[src/rtl/response_judge.sv]
// response_judge: reads the player's switches through a synchroniser and debouncer,
// then judges them against a latched target inside a timed window (one hit or miss per pattern).
module response_judge #(
    parameter int WIDTH         = 16,
    parameter int STABLE_CYCLES = 1_000_000,
    parameter int TICKS_PER_SEC = 50_000_000,
    parameter int WINDOW_SECS   = 3
) (
    input  logic             CLOCK_50,
    input  logic             resetn,
    input  logic             pattern_valid,
    input  logic [WIDTH-1:0] pattern,
    input  logic [WIDTH-1:0] sw,
    output logic [WIDTH-1:0] sw_stable,
    output logic             hit,
    output logic             miss,
    output logic             busy,
    output logic [3:0]       secs_left
);
    // state   | meaning
    // IDLE    | waiting for a non-zero target pattern
    // JUDGE   | window open, sw_stable compared against target every cycle
    // RELEASE | outcome reported, waiting for every switch to be down
    typedef enum logic [1:0] {IDLE, JUDGE, RELEASE} state_t;

    localparam int DB_W   = (STABLE_CYCLES > 1) ? $clog2(STABLE_CYCLES) : 1;
    localparam int TICK_W = (TICKS_PER_SEC > 1) ? $clog2(TICKS_PER_SEC) : 1;
    localparam logic [DB_W-1:0]   DB_LOAD   = DB_W'(STABLE_CYCLES - 1);
    localparam logic [TICK_W-1:0] TICK_LOAD = TICK_W'(TICKS_PER_SEC - 1);
    localparam logic [3:0]        SECS_LOAD = 4'(WINDOW_SECS);

    logic [1:0] rst_sync;
    logic       rst_int_n;

    // Reset asserts asynchronously but is released two clock edges later.
    always_ff @(posedge CLOCK_50 or negedge resetn) begin
        if (!resetn) rst_sync <= '0;
        else         rst_sync <= {rst_sync[0], 1'b1};
    end
    assign rst_int_n = rst_sync[1];

    logic [WIDTH-1:0] sync1;
    logic [WIDTH-1:0] sync2;
    logic [DB_W-1:0]  db_cnt;

    // db_cnt counts down to terminal 0; any change in the next synced value reloads it.
    always_ff @(posedge CLOCK_50 or negedge rst_int_n) begin
        if (!rst_int_n) begin
            sync1     <= '0;
            sync2     <= '0;
            db_cnt    <= DB_LOAD;
            sw_stable <= '0;
        end else begin
            sync1 <= sw;
            sync2 <= sync1;
            if (sync1 != sync2)    db_cnt    <= DB_LOAD;
            else if (db_cnt == '0) sw_stable <= sync2;
            else                   db_cnt    <= db_cnt - DB_W'(1);
        end
    end

    state_t            state, state_nxt;
    logic [WIDTH-1:0]  target, target_nxt;
    logic [TICK_W-1:0] tick_cnt, tick_nxt;
    logic [3:0]        secs_nxt;
    logic              hit_nxt, miss_nxt;

    always_ff @(posedge CLOCK_50 or negedge rst_int_n) begin
        if (!rst_int_n) begin
            state     <= IDLE;
            target    <= '0;
            tick_cnt  <= TICK_LOAD;
            secs_left <= '0;
            hit       <= 1'b0;
            miss      <= 1'b0;
        end else begin
            state     <= state_nxt;
            target    <= target_nxt;
            tick_cnt  <= tick_nxt;
            secs_left <= secs_nxt;
            hit       <= hit_nxt;
            miss      <= miss_nxt;
        end
    end

    always_comb begin
        state_nxt  = state;
        target_nxt = target;
        tick_nxt   = tick_cnt;
        secs_nxt   = secs_left;
        hit_nxt    = 1'b0;
        miss_nxt   = 1'b0;
        case (state)
            IDLE: begin
                if (pattern_valid && pattern != '0) begin
                    target_nxt = pattern;
                    secs_nxt   = SECS_LOAD;
                    tick_nxt   = TICK_LOAD;
                    state_nxt  = JUDGE;
                end
            end
            JUDGE: begin
                // Priority: full match, then a wrong switch, then window expiry.
                if (sw_stable == target) begin
                    hit_nxt   = 1'b1;
                    secs_nxt  = '0;
                    state_nxt = RELEASE;
                end else if (|(sw_stable & ~target)) begin
                    miss_nxt  = 1'b1;
                    secs_nxt  = '0;
                    state_nxt = RELEASE;
                end else if (tick_cnt == '0) begin
                    tick_nxt = TICK_LOAD;
                    if (secs_left == 4'd1) begin
                        miss_nxt  = 1'b1;
                        secs_nxt  = '0;
                        state_nxt = RELEASE;
                    end else begin
                        secs_nxt = secs_left - 4'd1;
                    end
                end else begin
                    tick_nxt = tick_cnt - TICK_W'(1);
                end
            end
            RELEASE: begin
                if (sw_stable == '0) state_nxt = IDLE;
            end
            default: state_nxt = IDLE;
        endcase
    end

    assign busy = (state != IDLE);

endmodule
[config.mk]
export PLATFORM = sky130hd
export DESIGN_NAME = response_judge
export DESIGN_NICKNAME = d
export VERILOG_FILES = /design/src/rtl/response_judge.sv
export SDC_FILE = /design/constraint.sdc
export NUM_CORES = 1
export LEC_CHECK = 0
export CAP_MARGIN = 10
export CELL_PAD_IN_SITES_DETAIL_PLACEMENT = 0
export CELL_PAD_IN_SITES_GLOBAL_PLACEMENT = 2
export CORE_MARGIN = 2
export CORE_UTILIZATION = 38
export CTS_CLUSTER_SIZE = 14
export DETAILED_ROUTE_END_ITERATION = 12
export MAX_ROUTING_LAYER = met4
export PLACE_DENSITY_LB_ADDON = 0.1
export SYNTH_ARGS = -nofsm -noshare
export SYNTH_HDL_FRONTEND = slang
export SYNTH_SLANG_ARGS = --single-unit
[constraint.sdc]
create_clock -name CLOCK_50 -period 4.9 [get_ports CLOCK_50]
set_input_delay 0.49 -clock CLOCK_50 [delete_from_list [all_inputs] [get_ports CLOCK_50]]
set_output_delay 0.49 -clock CLOCK_50 [all_outputs]
set_load 0.1 [all_outputs]
==> After elaboration in Yosys (flattened, before gate mapping) <==
Index checks and enable logic that the tools add are counted.
W data, S select, Z words.
{ "word_totals": {"register_bits": 120, "output_inout_bits": 23, "inputBits": 35, "word_cells": 70} }
{ "op_classes": {"add_sub_neg": 3, "bitwise_logic": 3, "mux": 27, "eq_ne": 12, "n_reduce_logical": 14} }
{ "ops": {"columns": ["op", "count"], "rows": [
  ["$mux W26", 4],
  ["$pmux W26 S2", 1],
  ["$mux W20", 2],
  ["$logic_not A26 Y1", 1],
  ["$sub A26 B1 Y26 const B", 1],
  ["$logic_not A20 Y1", 1],
  ["$mux W4", 5],
  ["$sub A20 B1 Y20 const B", 1],
  ["$and A16 B16 Y16", 1],
  ["$eq A16 B16 Y1", 1],
  ["$logic_not A16 Y1", 1],
  ["$ne A16 B16 Y1", 1],
  ["$not A16 Y16", 1],
  ["$reduce_bool A16 Y1", 1],
  ["$reduce_or A16 Y1", 1],
  ["$mux W2", 6],
  ["$ne A2 B2 Y1 const B", 5],
  ["$ne A4 B4 Y1 const B", 2],
  ["$pmux W4 S2", 1],
  ["$reduce_and A4 Y1", 2],
  ["$mux W1", 7],
  ["$pmux W2 S3", 1],
  ["$eq A4 B1 Y1 const B", 1],
  ["$reduce_and A2 Y1", 2],
  ["8 further kinds", 9]
]} }

==> Longest topological paths before layout <==
{ "logic_depth": {"word_depth": 6, "depth_mapped": 10} }

==> Least setup slack after synthesis <==
Ideal clock, no wire load.
{ "synth_path": {"path_kind": "reg2reg", "from": "register sw_stable[11]", "to": "register tick_cnt[11]", "setup_slack_ns": 1.879, "period_less_slack_ns": 3.021, "t_arrival_ns": 2.944, "stages_incl_launch_ff": 9, "t_required_ns": 4.823, "n_path_buf": 2, "path_cell_list": "dfrtp_1 ha_1 nand4_1 o41ai_1 o22a_1 buf_2 buf_4 o21ai_0 a21oi_1"} }
{ "synth_between": {"elab_chain_len": 4, "word_cells_on_any_way": 6, "classes_between": "eq/ne (3); bitwise (1); reduce/logical (2)"} }
{ "synth_lines": {"columns": ["element", "line", "rtl"], "rows": [
  ["from (decl)", "14", "output logic [WIDTH-1:0] sw_stable,"],
  ["from (signal assigned)", "57", "else if (db_cnt == '0) sw_stable <= sync2;"],
  ["$and A16 B16 Y16", "108", "end else if (|(sw_stable & ~target)) begin"],
  ["$reduce_or A16 Y1", "108", null],
  ["$ne A2 B2 Y1 (no source line)", null, null],
  ["$reduce_and A4 Y1 (no source line) (*)", null, null],
  ["to (signal assigned)", "79", "tick_cnt <= tick_nxt;"],
  ["to (decl)", "64", "logic [TICK_W-1:0] tick_cnt, tick_nxt;"]
]} }
Mark *: on every way between the ends. The rest lies on a longest branch, timed or not.
A chain may end at the register's enable or synchronous reset.

==> Final worst setup path <==
{ "layout_path": {"from": "register sw_stable[4]", "to": "register tick_cnt[20]"} }
Same word-level chain as after synthesis.

==> impl_metrics.env <==
export IMPL_status="finished, final reports clean"
export IMPL_synth_top_area_cell="dfrtp_1"
export IMPL_required_ps=5250
export IMPL_cp_arrival_ps=3550
export IMPL_synth_cell_types=59
export IMPL_p_seq_frac=0.437
export IMPL_dieArea_um2=15920
export IMPL_yosys_warnings=0
export IMPL_crit_slowest_cell="nor4_1"
export IMPL_min_period_ps=3202
export IMPL_grt_usage=0.1806
export IMPL_diodes=0
export IMPL_dp_hpwl_mm=9.043
export IMPL_post_route_period_util=0.6535
export IMPL_synthTopCellsByArea="dfrtp_1 (40%), dfstp_2 (14%), ha_1 (4.6%)"
export IMPL_synth_top_area_frac=0.3970
export IMPL_cts_buffers=17
export IMPL_cts_resized=0
export IMPL_path_cells="ha_1, nor4_1, nand4_1, nor4_1, o21ai_0, a221o_2"
export IMPL_clock_sinks=120
export IMPL_yosysSeqAreaShare=0.5360
export IMPL_grt_overflow=0
export IMPL_wl_per_cell_um=16.95
export IMPL_worst_setup_path_type="flip-flop to flip-flop"
export IMPL_first_pass_iters=4
export IMPL_globalplace_congestion=0.8398
export IMPL_drt_iter0_drc=272
export IMPL_final_nets=634
export IMPL_maxCapViolCount=0
export IMPL_start_util=0.3903
export IMPL_drv_slew=0
export IMPL_portBuffers=57
export IMPL_cts_hold_buf=0
export IMPL_synth_most_common_cell="dfrtp_1"
export IMPL_slew_headroom=0.2632
export IMPL_antenna_found_initial=0
export IMPL_htreeDepth=4
export IMPL_intPower_uw=1982
export IMPL_swShare=0.2947
export IMPL_setup_tns_ps=0
export IMPL_synth_edf_count=0
export IMPL_ant_nets=0
export IMPL_p_leak_uw=0.002955
export IMPL_viasPerCell=5.356
export IMPL_synthCells=513
export IMPL_hold_class="input port to async pin"
export IMPL_synthToLayoutAreaGrowth_pct=23.00
export IMPL_finalCoreUtilization=0.4801
export IMPL_cts_root_buf="clkbuf_16"
export IMPL_synth_area_um2=5673
export IMPL_cp_start_kind="flip-flop"
export IMPL_wirelength_mm=13.14
export IMPL_cp_max_fo=11
export IMPL_power_density_nw_per_um2=402.8
export IMPL_synth_top_cells_by_count="dfrtp_1 (90), nand2_1 (37), o21ai_0 (35)"
export IMPL_fp_dieH_um=126.2
export IMPL_drc_errors=0
export IMPL_placeableCoreArea_um2=14530
export IMPL_place_area_um2=6422
export IMPL_via_count=4151
export IMPL_cts_max_path_buffers=2
export IMPL_switchingPower_uw=828.3
export IMPL_rows=44
export IMPL_p_comb_frac=0.145
export IMPL_dp_slack_ps=1420
export IMPL_clkSlewWorstSetupHoldPaths_ps=60
export IMPL_p_total_uw=2810
export IMPL_cp_end_kind="flip-flop"
export IMPL_critPathMaxStageDelay_ps=1050
export IMPL_ys_dominant_reg_cell="dfrtp_1"
export IMPL_syn_mean_instance_area_um2=11.06
export IMPL_fmax_mhz=312.3
export IMPL_synth_nets=569
export IMPL_synth_seq_cells=120
export IMPL_grt_max_degree=76
export IMPL_tritoncts="built"
export IMPL_grt_pass1_vias=4190
export IMPL_hold_viol_final=0
export IMPL_layout_drive_gt1_share=0.1692
export IMPL_rsz0062_at_grt="no"
export IMPL_grt_pass1_wl_mm=21.93
export IMPL_pwr_share_clk=0.418
export IMPL_synthArstFlopShare=1.000
export IMPL_cts_setup_buffers=0
export IMPL_tightest_slew_ps=1104
export IMPL_clock_skew_ps=10.03
export IMPL_clock_latency_ps=420
export IMPL_stdcell_area_um2=6978
export IMPL_crit_top_cell="nor4_1"
export IMPL_ir_worst_vdd_v=0.0002743
export IMPL_pin_count=58
export IMPL_die_w_um=126.2
export IMPL_setup_viol=0
export IMPL_setup_ws_ps=1698
## final cells by class
type                       instances  area (µm²)
clock buffer                      19       432.9
clock inverter                    13       122.6
fill                            1370        7556
inverter                          28       105.1
multi-input combinational        349        2435
sequential                       120        3044
tap                              184       230.2
timing repair buffer              62       608.1
## layout by cell type, fill, tap and decap left out, types with 5 or more instances in the layout
cell / instances
xor2_1: 6
and3_1: 9
o21ai_0: 35
ha_1: 21
clkdlybuf4s50_1: 57
or4_1: 6
inv_1: 28
dfrtp_1: 89
a21oi_1: 18
mux2_2: 16
dfstp_2: 30
nand3_1: 15
nand2_1: 37
buf_4: 5
nor3_1: 11
clkbuf_16: 17
o41ai_1: 7
nor2_1: 17
xnor2_1: 24
or3_1: 13
nor4_1: 26
nand4_1: 13
and2_1: 9
a221o_1: 5
## sequential cells by signal (all words and copies together), names as in the netlist
register,count
hit,1
sync1,16
sw_stable,16
state,2
secs_left,4
miss,1
target,16
tick_cnt,26
db_cnt,20
rst_sync,2
sync2,16
## worst paths after layout
check                               endpoint    startpoint  slack (ps)  depth (start not counted)
worst min-delay path             rst_sync[1]        resetn         240                          1
worst min register to register   rst_sync[1]   rst_sync[0]         370                          0
worst max register to register  tick_cnt[20]  sw_stable[4]        1700                          6
max in group asynchronous       tick_cnt[12]   rst_sync[1]        3290                          1
worst max-delay path            tick_cnt[20]  sw_stable[4]        1700                          6
min in group CLOCK_50            rst_sync[1]   rst_sync[0]         370                          0
## metal layers
| layer | up-vias | part of all wire | global-route usage |
|---|---|---|---|
| met1 | 2047 | 0.49 | 0.2487 |
| met2 | 64 | 0.46 | 0.2612 |
| met5 | - | 0 | - |
| li1 | 2027 | - | - |
| met3 | 13 | 0.034 | 0.04928 |
| met4 | 0 | 0.011 | 0.05495 |
## through the flow
step | hold slack, ps | instances
after floorplan | 194.4 | 513
after global placement | 337.8 | 743
after detailed placement | 361.6 | 743
after CTS | 227.6 | 775
after global routing | 233.3 | 775
final | 237.4 | 775
## power groups by stage
stage	sequential (µW)	clock, µW	combinational (µW)
after floorplan	1290	0	221
after detailed placement	1240	0	409
after global routing	1250	1240	457
after CTS	1230	1200	411
after global placement	1240	0	405
final	1230	1170	407
## cells by family after synthesis
family | synth area share
muxes | 0.03352
and+or+nand+nor | 0.1784
xor gates and xnor gates | 0.04632
AOI/OAI and AO/OA | 0.1224
adders and majority gates | 0.04632
buffers and inverters | 0.03639
other | 0.0006610
DFF | 0.5360
## worst max-delay path: cells and delay by family, from the launching register on
kind                     cells  cell delay [ps]
adder cells (fa/ha/maj)      1              230
AND/OR/NAND/NOR              3             1920
AO/OA/AOI/OAI                2              530
flip-flops                   1              440
(Power assumes the default switching activity.)
